--- src/rtl/hold_arbiter.sv ---
// rtl/hold_arbiter.sv - 386SX HOLD/HOLDA bus-master arbiter with round-robin grant
// Raises HOLD for any request, grants one master once HOLDA is seen, hands off without dropping HOLD.
module hold_arbiter #(
  parameter int NREQ          = 2,
  parameter int MAX_TENURE    = 64,
  parameter int HOLDA_TIMEOUT = 1023
) (
  input  logic            clk,
  input  logic            reset_n,
  input  logic [NREQ-1:0] req,
  output logic [NREQ-1:0] grant,
  output logic [NREQ-1:0] preempt,
  output logic            hold,
  input  logic            holda,
  output logic            busy,
  output logic            err,
  output logic [2:0]      owner
);
  localparam int TW = $clog2(MAX_TENURE + 1);
  localparam int CW = $clog2(HOLDA_TIMEOUT + 1);

  typedef enum logic [2:0] {IDLE, HREQ, GRANT, HANDOFF, RELEASE} state_t;

  state_t          state_q, state_d;
  logic            holda_m_q, holda_s_q;
  logic            hold_q, hold_d;
  logic            err_q, err_d;
  logic [NREQ-1:0] grant_q, grant_d;
  logic [NREQ-1:0] preempt_q, preempt_d;
  logic [2:0]      owner_q, owner_d;
  logic [2:0]      rr_q, rr_d;
  logic [TW-1:0]   tenure_q, tenure_d, tenure_inc;
  logic [CW-1:0]   tmo_q, tmo_d;

  logic [2*NREQ-1:0] req_dbl;
  logic [NREQ-1:0]   own_mask, win_oh, others;
  logic [2:0]        win_idx, rr_next;
  logic              win_found, own_req, tmo_hit, load_win;

  // Rotate requests so bit 0 is the round-robin pointer; first set bit wins.
  assign req_dbl = {req, req} >> rr_q;

  always_comb begin
    win_found = 1'b0;
    win_idx   = '0;
    for (int k = 0; k < NREQ; k++) begin
      if (!win_found && req_dbl[k]) begin
        win_found = 1'b1;
        win_idx   = 3'((int'(rr_q) + k) % NREQ);
      end
    end
    for (int i = 0; i < NREQ; i++) begin
      own_mask[i] = (owner_q == 3'(i));
      win_oh[i]   = (win_idx == 3'(i));
    end
    rr_next = 3'((int'(win_idx) + 1) % NREQ);
  end

  assign others  = req & ~own_mask;
  assign own_req = |(req & own_mask);
  assign tmo_hit = (tmo_q == CW'(HOLDA_TIMEOUT - 1));

  always_ff @(posedge clk or negedge reset_n) begin
    if (!reset_n) begin
      state_q   <= IDLE;
      holda_m_q <= 1'b0;
      holda_s_q <= 1'b0;
      hold_q    <= 1'b0;
      err_q     <= 1'b0;
      grant_q   <= '0;
      preempt_q <= '0;
      owner_q   <= '0;
      rr_q      <= '0;
      tenure_q  <= '0;
      tmo_q     <= '0;
    end else begin
      state_q   <= state_d;
      holda_m_q <= holda;
      holda_s_q <= holda_m_q;
      hold_q    <= hold_d;
      err_q     <= err_d;
      grant_q   <= grant_d;
      preempt_q <= preempt_d;
      owner_q   <= owner_d;
      rr_q      <= rr_d;
      tenure_q  <= tenure_d;
      tmo_q     <= tmo_d;
    end
  end

  always_comb begin
    state_d = state_q;
    case (state_q)
      IDLE:    if (|req) state_d = HREQ;
      HREQ: begin
        if (!(|req))         state_d = RELEASE;
        else if (holda_s_q)  state_d = GRANT;
        else if (tmo_hit)    state_d = RELEASE;
      end
      GRANT: begin
        if (!holda_s_q)      state_d = RELEASE;
        else if (!own_req)   state_d = (|others) ? HANDOFF : RELEASE;
      end
      HANDOFF: begin
        if (holda_s_q && win_found) state_d = GRANT;
        else                        state_d = RELEASE;
      end
      RELEASE: if (!holda_s_q) state_d = IDLE;
      default: state_d = IDLE;
    endcase
  end

  always_comb begin
    hold_d     = hold_q;
    err_d      = err_q;
    grant_d    = grant_q;
    preempt_d  = preempt_q;
    owner_d    = owner_q;
    rr_d       = rr_q;
    tenure_d   = tenure_q;
    tmo_d      = tmo_q;
    load_win   = 1'b0;
    tenure_inc = (tenure_q == TW'(MAX_TENURE)) ? tenure_q : tenure_q + TW'(1);
    case (state_q)
      IDLE: begin
        hold_d = |req;
        tmo_d  = '0;
      end
      HREQ: begin
        hold_d = 1'b1;
        tmo_d  = tmo_q + CW'(1);
        if (|req && holda_s_q)   load_win = 1'b1;
        else if (|req && tmo_hit) err_d   = 1'b1;
      end
      GRANT: begin
        if (!holda_s_q) begin
          err_d     = 1'b1;
          grant_d   = '0;
          preempt_d = '0;
        end else if (!own_req) begin
          grant_d   = '0;
          preempt_d = '0;
        end else begin
          tenure_d = tenure_inc;
          // Preempt is only a request to yield; grant stays until req drops.
          if (tenure_inc == TW'(MAX_TENURE) && |others) preempt_d = own_mask;
        end
      end
      HANDOFF: begin
        if (!holda_s_q)     err_d    = 1'b1;
        else if (win_found) load_win = 1'b1;
      end
      RELEASE: hold_d = 1'b0;
      default: hold_d = 1'b0;
    endcase
    if (load_win) begin
      grant_d   = win_oh;
      preempt_d = '0;
      owner_d   = win_idx;
      rr_d      = rr_next;
      tenure_d  = '0;
    end
  end

  assign grant   = grant_q;
  assign preempt = preempt_q;
  assign hold    = hold_q;
  assign err     = err_q;
  assign owner   = owner_q;
  assign busy    = (state_q != IDLE);
endmodule

--- config.mk ---
export PLATFORM = sky130hd
export DESIGN_NAME = hold_arbiter
export DESIGN_NICKNAME = d
export VERILOG_FILES = /design/src/rtl/hold_arbiter.sv
export SDC_FILE = /design/constraint.sdc
export NUM_CORES = 1
export LEC_CHECK = 0
export ABC_AREA = 1
export CORE_MARGIN = 2
export CORE_UTILIZATION = 43
export CTS_CLUSTER_SIZE = 8
export DETAILED_ROUTE_END_ITERATION = 8
export DONT_BUFFER_PORTS = 1
export GPL_TIMING_DRIVEN = 0
export PLACE_DENSITY = 0.57
export SYNTH_ARGS = -nofsm -noshare
export SYNTH_HDL_FRONTEND = slang
export SYNTH_SLANG_ARGS = --single-unit
--- constraint.sdc ---
create_clock -name clk -period 1.7 [get_ports clk]
set_input_delay 0.51 -clock clk [delete_from_list [all_inputs] [get_ports clk]]
set_output_delay 0.51 -clock clk [all_outputs]
set_load 0.005 [all_outputs]
==> results of run 1 <==
==> worst max path at each step <==
| stage | from | end | slack (ns) | cells past startpoint |
|---|---|---|---|---|
| 6_report | state_q[1]$_DFFE_PN0P_ | busy | 0.13 | 2 |
| 3_5_place_dp | tenure_q[0]$_DFFE_PN0P_ | preempt[1]$_DFFE_PN0P_ | 0.04 | 10 |
| 5_1_grt | tenure_q[1]$_DFFE_PN0P_ | preempt[1]$_DFFE_PN0P_ | 0.006 | 11 |
| 2_1_floorplan | tenure_q[0]$_DFFE_PN0P_ | preempt[0]$_DFFE_PN0P_ | 0.26 | 10 |
| 3_3_place_gp | tenure_q[0]$_DFFE_PN0P_ | preempt[1]$_DFFE_PN0P_ | 0.08 | 10 |
| 4_1_cts | tenure_q[0]$_DFFE_PN0P_ | preempt[1]$_DFFE_PN0P_ | 0.005 | 10 |
==> routing by layer <==
metal / global-route usage, % / wire length [µm] / vias to the layer above / share of wire [%]
met2: 30.2 / 1700 / 34 / 48
met5: 0 / 0 / - / 0
met3: 4.39 / 147 / 8 / 4.2
met1: 24.2 / 1600 / 657 / 46
met4: 8.93 / 63 / 0 / 1.8
li1: - / - / 695 / -
==> worst register-to-register path: stages (launching register included) <==
cell and delay, ns:
dfrtp_2 0.44, ha_1 0.25, nand3_2 0.11, xor2_1 0.23, nand2_2 0.10, nor2_4 0.14, nand2_2 0.07, nand3_1 0.06
nand2_1 0.05
==> where the power goes <==
group	internal, µW	leakage [µW]	switching (µW)	total (µW)
Combinational	299	0.000443	553	851
Clock	325	0.0000472	278	603
Sequential	847	0.000393	155	1000
Total	1470	0.000883	986	2460
==> per-stage QoR <==
step | utilization (%) | hold WS, ns | total power (µW)
floorplan | - | 0.214 | 1570
global placement | 47.4 | 0.215 | 1740
detailed placement | 47.4 | 0.215 | 1760
CTS | 50.5 | 0.0470 | 2400
global route | 52.1 | 0.0503 | 2650
finish | 52.1 | 0.0400 | 2460
==> what timing repair did <==
item,in CTS,in global routing
hold endpoints to repair,30,0
gates resized for setup,0,11
hold buffers,1,0
setup buffers,0,3
pin swaps,1,3
endpoints found under the setup margin,1,4
==> layout make-up <==
cell class / instances / area, µm²
Sequential cell: 30 / 753
Inverter: 32 / 120
Buffer: 3 / 22.5
Clock buffer: 6 / 82.6
Clock inverter: 2 / 12.5
Timing Repair Buffer: 4 / 42.5
Fill cell: 368 / 1790
Multi-Input combinational cell: 143 / 858
Tap cell: 48 / 60.1
==> cells by family (layout without fill, tap and decap cells) <==
kind of cell    count (synthesis)  in the layout
compound gates                 32             32
xor+xnor                        5              5
fa+ha+maj                       4              4
buf+inv                        35             47
flops                          30             30
other cells                     1              2
simple gates                  100            100
==> sequential cells by signal (all words and copies together), names as in the netlist <==
register / flops
tmo_q: 10
hold: 1
owner: 1
state_q: 3
holda_s_q: 1
grant: 2
holda_m_q: 1
tenure_q: 7
err: 1
preempt: 2
rr_q: 1
==> cell usage after synthesis, types with 4 or more instances <==
| library cell | count |
|---|---|
| dfrtp_1 | 30 |
| inv_1 | 26 |
| inv_2 | 5 |
| ha_1 | 4 |
| a21oi_1 | 6 |
| o22ai_1 | 4 |
| nand3_1 | 18 |
| nand2_2 | 5 |
| nand2_1 | 37 |
| o21ai_0 | 14 |
| nand4_1 | 6 |
| nor2_1 | 19 |
==> placed cells by master, fill, tap and decap left out, types with 4 or more instances in the layout <==
master     n
nor2_1    19
nor2_4     4
clkbuf_8   6
o21ai_0   14
nand3_1   18
inv_2      8
inv_1     23
nand2_2    6
dfrtp_1   28
buf_4      6
nand2_1   36
a21oi_1    5
nand4_1    6
o22ai_1    4
==> reports/metrics.yaml, run 1 <==
clock_tree:
  clockBufferDepth: 2
  cts_tree: "done"
  clockRootBuffer: "clkbuf_8"
  path_clk_slew_ns: 0.07
  htree_levels: 2
  clock_sinks: 30
  worst_skew_pair.late_latency_ns: 0.28
  cts_made_buffers: 5
logic_synthesis:
  yosysUniqueCellTypes: 32
  synth-edff-count: 0
  synthFlopType: "dfrtp_1"
  yosys-mux-area-fraction_pct: 0
  synth_xor_area_share_pct: 3.00
  ys_seq_elements: 30
  syn-cell-area_um2: 1710
  syn_avg_cell_area_um2: 8.27
  synthDominantCellAreaShare_pct: 43.9
  ys_warn_count: 0
  synth_cells: 207
  synth-async-reset-ratio_pct: 100
  synth-simple-area-share_pct: 31.4
  synth_area_leader_cell: "dfrtp_1"
  synth_compound_area_share_pct: 10.3
  synth_area_leaders: "dfrtp_1 (44%), nand2_1 (8.1%), inv_1 (5.7%)"
  synth_top_family_by_area: "simple AND/OR/NAND/NOR gates"
  yosysSeqAreaShare_pct: 43.9
  yosys.area_share.adder_pct: 2.92
floorplan:
  die_h_um: 67.1
  dieArea_um2: 4500
  core-area_um2: 3740
  initial_core_util_pct: 45.7
  die_w_um: 67.1
  row_count: 22
  io_pins: 15
worst_setup_path:
  startpoint_type: "flip-flop"
  cp_top_family: "flip-flops"
  r2r_slack_ns: 0.14
  reg2reg_from: "tenure_q[0]$_DFFE_PN0P_"
  critPathMaxStageDelay_ns: 0.47
  path_cells: "nor2_4, nand2_2"
  crit_slowest_cell: "dfrtp_1"
  cp_data_required_time_ns: 1.19
  cp.arrival_ns: 1.06
  r2r-end: "preempt[1]$_DFFE_PN0P_"
  path_buf_inv: 0
  r2r_cells: 8
  crit_type: "reg2out"
  cp_max_fo: 5
  end_kind: "output pin"
sta:
  finalCritPeriodShare_pct: 92.5
  fmaxAchievable_ghz: 0.636
  setup_ws_ns: 0.128
  report.final.setup_viol: 0
  rsz0062_at_grt: "no"
  tns_ns: 0
  final_hold_viol_count: 0
  clock-skew-final_ns: 0.00760
  layout_min_cycle_time_ns: 1.57
  finalMaxSlewViolations: 0
routing:
  wl_per_cell_um: 13.1
  vias: 1394
  drc: 0
  drt-initial-drc-count: 91
  totalWireLength_mm: 3.51
  first_pass_iters: 4
  vias_per_cell: 5.20
  ant_nets: 0
layout:
  final_area_um2: 1950
  area.growth.synth_to_final_pct: 14.0
  final_layout_size_suffix_gt1_share_pct: 21.8
  antennaDiodeCount: 0
  fin_nets: 228
  fin_cells: 268
power_and_ir_drop:
  power.leakage_uw: 0.000883
  irDropWorstVdd_mv: 0.885
  power_per_cell_area_nw_per_um2: 1260
global_route:
  track_usage_pct: 19.0
  antenna_found_initial: 0
  grt_start_max_net_pins: 31
  grt_overflow: 0
  grt_pass1_wl_mm: 6.32
  grt_pass1_vias: 1441
placement:
  gp_congestion: 0.797
  placed_cell_area_um2: 1780
  port_buffers: 0
  dp.cells: 256
  dp_slack_ns: 0.0358
  hpwl_mm: 2.55
flow_run:
  maxCapViolCount: 0
status:
  status: "finished, final reports clean"
worst_hold_path:
  hp-class: "in2async"
No activity file was read; power rests on OpenSTA's default activity.
==> run 2, diff against run 1 <==
--- a/config.mk
+++ b/config.mk
@@ -6,11 +6,14 @@
 export NUM_CORES = 1
 export LEC_CHECK = 0
 export ABC_AREA = 1
+export ABC_CLOCK_PERIOD_IN_PS = 1700
 export CORE_MARGIN = 2
 export CORE_UTILIZATION = 43
+export CTS_BUF_LIST = sky130_fd_sc_hd__clkbuf_8
 export CTS_CLUSTER_SIZE = 8
 export DETAILED_ROUTE_END_ITERATION = 8
 export DONT_BUFFER_PORTS = 1
+export GPL_ROUTABILITY_DRIVEN = 0
 export GPL_TIMING_DRIVEN = 0
 export PLACE_DENSITY = 0.57
 export SYNTH_ARGS = -nofsm -noshare
==> results of run 2 <==
No change in the layout: final DEF, timing and power equal those of run 1.
